$ cat config.mk
export PLATFORM = sky130hd
export DESIGN_NAME = tick_prescaler
export DESIGN_NICKNAME = d
export VERILOG_FILES = /design/src/rtl/tick_prescaler.sv
export SDC_FILE = /design/constraint.sdc
export NUM_CORES = 1
export LEC_CHECK = 0
export ABC_AREA = 1
export CORE_MARGIN = 3
export CORE_UTILIZATION = 40
export CTS_CLUSTER_SIZE = 16
export DETAILED_ROUTE_END_ITERATION = 8
export RECOVER_POWER = 100
export SYNTH_ARGS = -nofsm -noshare
export SYNTH_HDL_FRONTEND = slang
export SYNTH_SLANG_ARGS = --single-unit
$ cat constraint.sdc
create_clock -name clk -period 2 [get_ports clk]
set_input_delay 0.3 -clock clk [delete_from_list [all_inputs] [get_ports clk]]
set_output_delay 0.3 -clock clk [all_outputs]
set_load 0.02 [all_outputs]
$ cat src/rtl/tick_prescaler.sv
`default_nettype none
// =============================================================================
// Module   : tick_prescaler
// Brief    : Scan tick (ovf) and RTC tick (ovf_RTC) divider gated by an
//            IDLE/ARM/RUN control FSM. Macro RUNTIME_DIV_EN adds loadable divisors.
// Revision : 1.0
// =============================================================================
module tick_prescaler #(
    parameter int SCAN_DIV = 1000,
    parameter int RTC_DIV  = 1000,
    parameter int CNT_W    = 16
) (
    input  logic             clk,
    input  logic             reset,
    input  logic             en,
    input  logic             fast,
    input  logic             sync_clr,
`ifdef RUNTIME_DIV_EN
    input  logic [CNT_W-1:0] div_scan,
    input  logic [CNT_W-1:0] div_rtc,
    input  logic             div_load,
`endif
    output logic             ovf,
    output logic             ovf_RTC,
    output logic [CNT_W-1:0] rtc_phase,
    output logic             running
);

    typedef enum logic [1:0] {
        S_IDLE = 2'd0,
        S_ARM  = 2'd1,
        S_RUN  = 2'd2
    } state_t;

    localparam longint           c_cnt_max   = (longint'(1) << CNT_W) - 1;
    localparam bit               c_params_ok = (SCAN_DIV >= 1) && (longint'(SCAN_DIV) <= c_cnt_max) &&
                                               (RTC_DIV >= 1)  && (longint'(RTC_DIV) <= c_cnt_max);
    localparam logic [CNT_W-1:0] c_scan_div  = CNT_W'(SCAN_DIV);
    localparam logic [CNT_W-1:0] c_rtc_div   = CNT_W'(RTC_DIV);
    localparam logic [CNT_W-1:0] c_one       = CNT_W'(1);

    state_t           r_state;
    state_t           w_state_nxt;
    logic [CNT_W-1:0] r_scan_cnt;
    logic [CNT_W-1:0] r_rtc_cnt;
    logic             r_ovf;
    logic             r_ovf_rtc;
    logic             r_running;

    logic [CNT_W-1:0] w_scan_last;
    logic [CNT_W-1:0] w_rtc_div;
    logic [CNT_W-1:0] w_rtc_last;
    logic             w_load;
    logic             w_count;
    logic             w_scan_tc;
    logic             w_rtc_wrap;

`ifdef RUNTIME_DIV_EN
    logic [CNT_W-1:0] r_div_scan;
    logic [CNT_W-1:0] r_div_rtc;

    // Shadows never hold 0, so the "minus one" terminal values cannot wrap.
    always_ff @(posedge clk or negedge reset) begin
        if (!reset) begin
            r_div_scan <= c_scan_div;
            r_div_rtc  <= c_rtc_div;
        end else if (div_load) begin
            r_div_scan <= (div_scan == '0) ? c_one : div_scan;
            r_div_rtc  <= (div_rtc == '0) ? c_one : div_rtc;
        end
    end

    assign w_load      = div_load;
    assign w_scan_last = r_div_scan - c_one;
    assign w_rtc_div   = r_div_rtc;
`else
    assign w_load      = 1'b0;
    assign w_scan_last = c_scan_div - c_one;
    assign w_rtc_div   = c_rtc_div;
`endif

    assign w_rtc_last = fast ? '0 : (w_rtc_div - c_one);
    assign w_count    = (r_state == S_RUN) && en && !w_load;
    assign w_scan_tc  = (r_scan_cnt == w_scan_last);
    assign w_rtc_wrap = (r_rtc_cnt >= w_rtc_last);

    always_comb begin
        w_state_nxt = S_IDLE;
        case (r_state)
            S_IDLE:  w_state_nxt = en ? S_ARM : S_IDLE;
            S_ARM:   w_state_nxt = en ? S_RUN : S_IDLE;
            S_RUN:   w_state_nxt = en ? S_RUN : S_IDLE;
            default: w_state_nxt = S_IDLE;
        endcase
    end

    always_ff @(posedge clk or negedge reset) begin
        if (!reset) begin
            r_state    <= S_IDLE;
            r_running  <= 1'b0;
            r_scan_cnt <= '0;
            r_rtc_cnt  <= '0;
            r_ovf      <= 1'b0;
            r_ovf_rtc  <= 1'b0;
        end else begin
            r_state   <= w_state_nxt;
            r_running <= (w_state_nxt == S_RUN);
            if (!w_count) begin
                // Leaving RUN, arming, idling or reloading divisors: restart from zero.
                r_scan_cnt <= '0;
                r_rtc_cnt  <= '0;
                r_ovf      <= 1'b0;
                r_ovf_rtc  <= 1'b0;
            end else begin
                r_ovf_rtc <= 1'b0;
                if (w_scan_tc) begin
                    r_scan_cnt <= '0;
                    r_ovf      <= 1'b1;
                end else begin
                    r_scan_cnt <= r_scan_cnt + c_one;
                    r_ovf      <= 1'b0;
                end
                if (sync_clr) begin
                    r_rtc_cnt <= '0;
                end else if (w_scan_tc) begin
                    if (w_rtc_wrap) begin
                        r_rtc_cnt <= '0;
                        r_ovf_rtc <= 1'b1;
                    end else begin
                        r_rtc_cnt <= r_rtc_cnt + c_one;
                    end
                end
            end
        end
    end

    assign ovf       = r_ovf;
    assign ovf_RTC   = r_ovf_rtc;
    assign rtc_phase = r_rtc_cnt;
    assign running   = r_running;

    a_params_ok: assert property (@(posedge clk) disable iff (!reset) c_params_ok);

endmodule
`default_nettype wire

==> run_summary.xml <==
<?xml version="1.0" encoding="UTF-8"?>
<metrics>
  <group name="synthesis">
    <metric name="ys_async_sr_fraction" unit="">1.00</metric>
    <metric name="synth-seq-area-share" unit="">0.414</metric>
    <metric name="post_synth.cell_area_avg" unit="um2">7.60</metric>
    <metric name="post_synth_instance_area" unit="mm2">0.00223</metric>
    <metric name="post_synth_net_total" unit="">312</metric>
    <metric name="ys_seq_elements" unit="">37</metric>
    <metric name="ys.flop_type" unit="">sky130_fd_sc_hd__dfrtp_1</metric>
    <metric name="netlist.top_cell.by_area" unit="">sky130_fd_sc_hd__dfrtp_1</metric>
    <metric name="netlist_top_cells_area" unit="">sky130_fd_sc_hd__dfrtp_1 (41%), sky130_fd_sc_hd__nand2_1 (12%), sky130_fd_sc_hd__ha_1 (7.3%)</metric>
    <metric name="synth-edff-count" unit="">0</metric>
    <metric name="synthesis.yosys.warnings" unit="">0</metric>
    <metric name="post_synth_inst_count" unit="">294</metric>
    <metric name="synth.lib_cells_used.distinct" unit="">29</metric>
    <metric name="post-synth-top-area-fraction" unit="">0.414</metric>
  </group>
  <group name="sta">
    <metric name="unrepaired_setup_endpoints_after_global_routing" unit="">false</metric>
    <metric name="minimum_clock_period_after_layout" unit="ns">1.80</metric>
    <metric name="report.final.slew_viol_count" unit="">0</metric>
    <metric name="clock-skew-final" unit="ns">0.00484</metric>
    <metric name="worst-slew-pin-transition" unit="ns">1.13</metric>
    <metric name="finalHoldWorstSlack" unit="ns">0.464</metric>
    <metric name="min_period_over_period" unit="">0.900</metric>
    <metric name="max_freq" unit="GHz">0.556</metric>
    <metric name="timing.final.hold_violations" unit="">0</metric>
    <metric name="setup-tns-final" unit="ns">0</metric>
    <metric name="setup_viol" unit="">0</metric>
    <metric name="slew_headroom" unit="">0.244</metric>
  </group>
  <group name="routing">
    <metric name="postRouteWirelength" unit="um">4880</metric>
    <metric name="drt_wl_cell" unit="um">12.2</metric>
    <metric name="via_per_inst" unit="">4.82</metric>
    <metric name="vias" unit="">1932</metric>
    <metric name="ant_nets" unit="">0</metric>
    <metric name="drt_first_pass_iters" unit="">4</metric>
    <metric name="initialDrtViolationCount" unit="">83</metric>
    <metric name="remaining_drc_errors" unit="">0</metric>
  </group>
  <group name="final_layout">
    <metric name="final_cell_count_no_fill" unit="">401</metric>
    <metric name="num_antenna_cells" unit="">0</metric>
    <metric name="fillerInstances" unit="">525</metric>
    <metric name="syn2layout_area_growth" unit="%">19.4</metric>
    <metric name="final_layout_size_suffix_gt1_frac" unit="">0.106</metric>
    <metric name="design.final.nets" unit="">348</metric>
  </group>
  <group name="critical_path">
    <metric name="crit_path_start_kind" unit="">flip-flop</metric>
    <metric name="timing.critical_path.fanout_max" unit="">5</metric>
    <metric name="cp_data_arrival_time" unit="ns">1.50</metric>
    <metric name="slowest_delay" unit="ns">0.65</metric>
    <metric name="crit_chain" unit="">buf_4 &gt; dlygate4sd3_1</metric>
    <metric name="cp-end-kind" unit="">primary output</metric>
    <metric name="cell_with_the_biggest_individual_delay_on_the_critical_path" unit="">sky130_fd_sc_hd__dlygate4sd3_1</metric>
    <metric name="critPathKind" unit="">reg -&gt; out</metric>
    <metric name="worst_ep_required_time" unit="ns">1.70</metric>
  </group>
  <group name="clock_network">
    <metric name="clock_insertion_delay_worst_skew" unit="ns">0.28</metric>
    <metric name="postCtsSetupBuffers" unit="">0</metric>
    <metric name="cts.reportedPaths.clkPinSlew" unit="ns">0.07</metric>
    <metric name="tritoncts_clock_tree" unit="">yes</metric>
    <metric name="cts-htree-levels" unit="">2</metric>
    <metric name="cts.sinks" unit="">37</metric>
    <metric name="post_cts_resize_count" unit="">0</metric>
    <metric name="cts.path.max_buffers" unit="">2</metric>
    <metric name="cts-buffers-inserted" unit="">5</metric>
    <metric name="cts_root_buf" unit="">sky130_fd_sc_hd__clkbuf_8</metric>
  </group>
  <group name="floorplanning">
    <metric name="fp.dieW" unit="um">80.7</metric>
    <metric name="core_area" unit="mm2">0.00527</metric>
    <metric name="placementRows" unit="">26</metric>
    <metric name="initial_core_utilization" unit="">0.424</metric>
    <metric name="die_area" unit="mm2">0.00652</metric>
    <metric name="fp.dieH" unit="um">80.7</metric>
    <metric name="floorplan.io_pins" unit="">24</metric>
  </group>
  <group name="place">
    <metric name="dp_hpwl" unit="um">3820</metric>
    <metric name="gpl.final_weighted_congestion" unit="">0.887</metric>
    <metric name="port_buffers" unit="">23</metric>
    <metric name="placed_cells_incl_taps" unit="">392</metric>
  </group>
  <group name="power">
    <metric name="share_seq_of_total_power" unit="">0.554</metric>
    <metric name="ir_worst_vdd" unit="uV">256</metric>
    <metric name="leakagePower" unit="nW">1.30</metric>
    <metric name="netSwitchingFraction" unit="">0.242</metric>
    <metric name="power_switching" unit="uW">336</metric>
    <metric name="power_density" unit="mW/mm2">521</metric>
    <metric name="internal_power" unit="mW">1.05</metric>
    <metric name="clock_power_share" unit="">0.360</metric>
    <metric name="power_frac_comb" unit="">0.086</metric>
  </group>
  <group name="grt">
    <metric name="number_of_global_route_vias_before_repair" unit="">1846</metric>
    <metric name="grt-ovfl-total" unit="">0</metric>
    <metric name="grt_max_degree" unit="">20</metric>
    <metric name="first_pass_grt_wire_length" unit="um">8410</metric>
    <metric name="grt_antenna_before_repair" unit="">0</metric>
    <metric name="grt.total_usage" unit="">0.166</metric>
  </group>
  <group name="hold_path">
    <metric name="holdCritPathClass" unit="">reg -&gt; reg</metric>
  </group>
  <group name="run_status">
    <metric name="status" unit="">complete, no violations</metric>
  </group>
  <group name="job">
    <metric name="drv.max_cap_violation_count" unit="">0</metric>
  </group>
</metrics>
[power groups by stage]
stage | clock network, mW | logic [mW] | registers, mW
after detailed placement | 0 | 0.123 | 0.786
after CTS | 0.532 | 0.125 | 0.771
after floorplan | 0 | 0.0606 | 0.788
after global placement | 0 | 0.121 | 0.785
after global routing | 0.553 | 0.140 | 0.772
final | 0.501 | 0.119 | 0.770
[layout by cell type (no fill, tap or decap)]
master	netlist	layout
sky130_fd_sc_hd__xnor2_1	3	3
sky130_fd_sc_hd__nor2_1	41	43
sky130_fd_sc_hd__o21a_1	1	1
sky130_fd_sc_hd__clkinv_1	1	1
sky130_fd_sc_hd__clkbuf_8	0	5
sky130_fd_sc_hd__o21ai_0	2	2
sky130_fd_sc_hd__nor3b_1	3	4
sky130_fd_sc_hd__ha_1	13	13
sky130_fd_sc_hd__dfrtp_1	37	37
sky130_fd_sc_hd__nor3_1	13	14
sky130_fd_sc_hd__nand2_2	4	3
sky130_fd_sc_hd__inv_1	34	34
sky130_fd_sc_hd__nand3_2	1	1
sky130_fd_sc_hd__clkdlybuf4s50_1	0	3
sky130_fd_sc_hd__nor4_1	3	3
sky130_fd_sc_hd__nand4_1	1	1
sky130_fd_sc_hd__buf_12	0	1
sky130_fd_sc_hd__xor2_1	6	6
sky130_fd_sc_hd__nor2_2	12	10
sky130_fd_sc_hd__nand4_2	1	1
sky130_fd_sc_hd__inv_2	4	4
sky130_fd_sc_hd__clkbuf_1	0	4
sky130_fd_sc_hd__nand2_1	71	72
sky130_fd_sc_hd__buf_4	1	9
sky130_fd_sc_hd__dlygate4sd3_1	0	20
sky130_fd_sc_hd__a21oi_1	2	3
sky130_fd_sc_hd__nand3_1	31	31
sky130_fd_sc_hd__and3_1	1	1
sky130_fd_sc_hd__nor2_4	1	1
[registers in the layout, indices dropped and copies added (netlist names)]
register and count:
ovf 1, ovf_RTC 1, r_scan_cnt 16, r_state 2, rtc_phase 16, running 1
[worst max-delay path, delay by kind of cell, from the launching register on]
kind | cells | cell delay, ns
buffers and inverters | 2 | 0.82
DFF | 1 | 0.41
[layout make-up]
| cell class | instances | area (um2) | area share |
|---|---|---|---|
| timing repair buffer | 34 | 322 | 0.120 |
| sequential | 37 | 926 | 0.347 |
| clock buffer | 8 | 80.1 | 0.0300 |
| tap | 70 | 87.6 | 0.0328 |
| multi-input combinational | 213 | 1110 | 0.415 |
| inverter | 39 | 146 | 0.0549 |
[repair_timing]
action                     CTS  global route
hold buffers                 1             0
setup endpoints to repair    0             0
hold endpoints to repair    18             0
[layer usage]
metal,up-vias,wire (um),track usage
li1,997,-,-
met1,894,2200,0.203
met2,32,2430,0.291
met3,9,179,0.0366
met4,0,68,0.0490
met5,-,0,0
[stage by stage]
step	setup WS, ns	power, mW	utilization	cell area, um2
2_1_floorplan	0.418	0.849	-	2230
3_3_place_gp	0.0116	0.905	0.494	2600
3_5_place_dp	-0.00579	0.909	0.494	2600
4_1_cts	0.248	1.43	0.511	2690
5_1_grt	0.118	1.47	0.506	2670
6_report	0.200	1.39	0.506	2670
[path summary, 6_finish.rpt]
check / startpoint / to / slack, ns / cells past startpoint
setup / recovery: rtc_phase[6]$_DFFE_PN0P_ / rtc_phase[6] / 0.20 / 2
hold / removal: r_scan_cnt[0]$_DFF_PN0_ / r_scan_cnt[0]$_DFF_PN0_ / 0.46 / 1
setup reg to reg: rtc_phase[7]$_DFFE_PN0P_ / rtc_phase[0]$_DFFE_PN0P_ / 0.36 / 9
hold reg to reg: r_scan_cnt[0]$_DFF_PN0_ / r_scan_cnt[0]$_DFF_PN0_ / 0.46 / 1
max in group asynchronous: reset / running$_DFF_PN0_ / 0.57 / 2
min in group asynchronous: reset / rtc_phase[11]$_DFFE_PN0P_ / 0.75 / 2
[synthesized netlist by cell type, types with 2 or more instances]
cell,number
sky130_fd_sc_hd__nor2_1,41
sky130_fd_sc_hd__inv_1,34
sky130_fd_sc_hd__a21oi_1,2
sky130_fd_sc_hd__nand2_2,4
sky130_fd_sc_hd__nor3_1,13
sky130_fd_sc_hd__nor3b_1,3
sky130_fd_sc_hd__nand3_1,31
sky130_fd_sc_hd__inv_2,4
sky130_fd_sc_hd__xnor2_1,3
sky130_fd_sc_hd__o21ai_0,2
sky130_fd_sc_hd__nor2_2,12
sky130_fd_sc_hd__xor2_1,6
sky130_fd_sc_hd__ha_1,13
sky130_fd_sc_hd__buf_2,3
sky130_fd_sc_hd__nand2_1,71
sky130_fd_sc_hd__nor4_1,3
sky130_fd_sc_hd__dfrtp_1,37
[logic make-up after synthesis]
logic type	count (synthesis)	synth area share
AND/OR/NAND/NOR	185	0.381
buffers and inverters	44	0.0806
flip-flops	37	0.414
adder cells (fa/ha/maj)	13	0.0728
XOR/XNOR	9	0.0353
AO/OA/AOI/OAI	6	0.0162
Note: power is estimated with default switching activity, not from simulation.
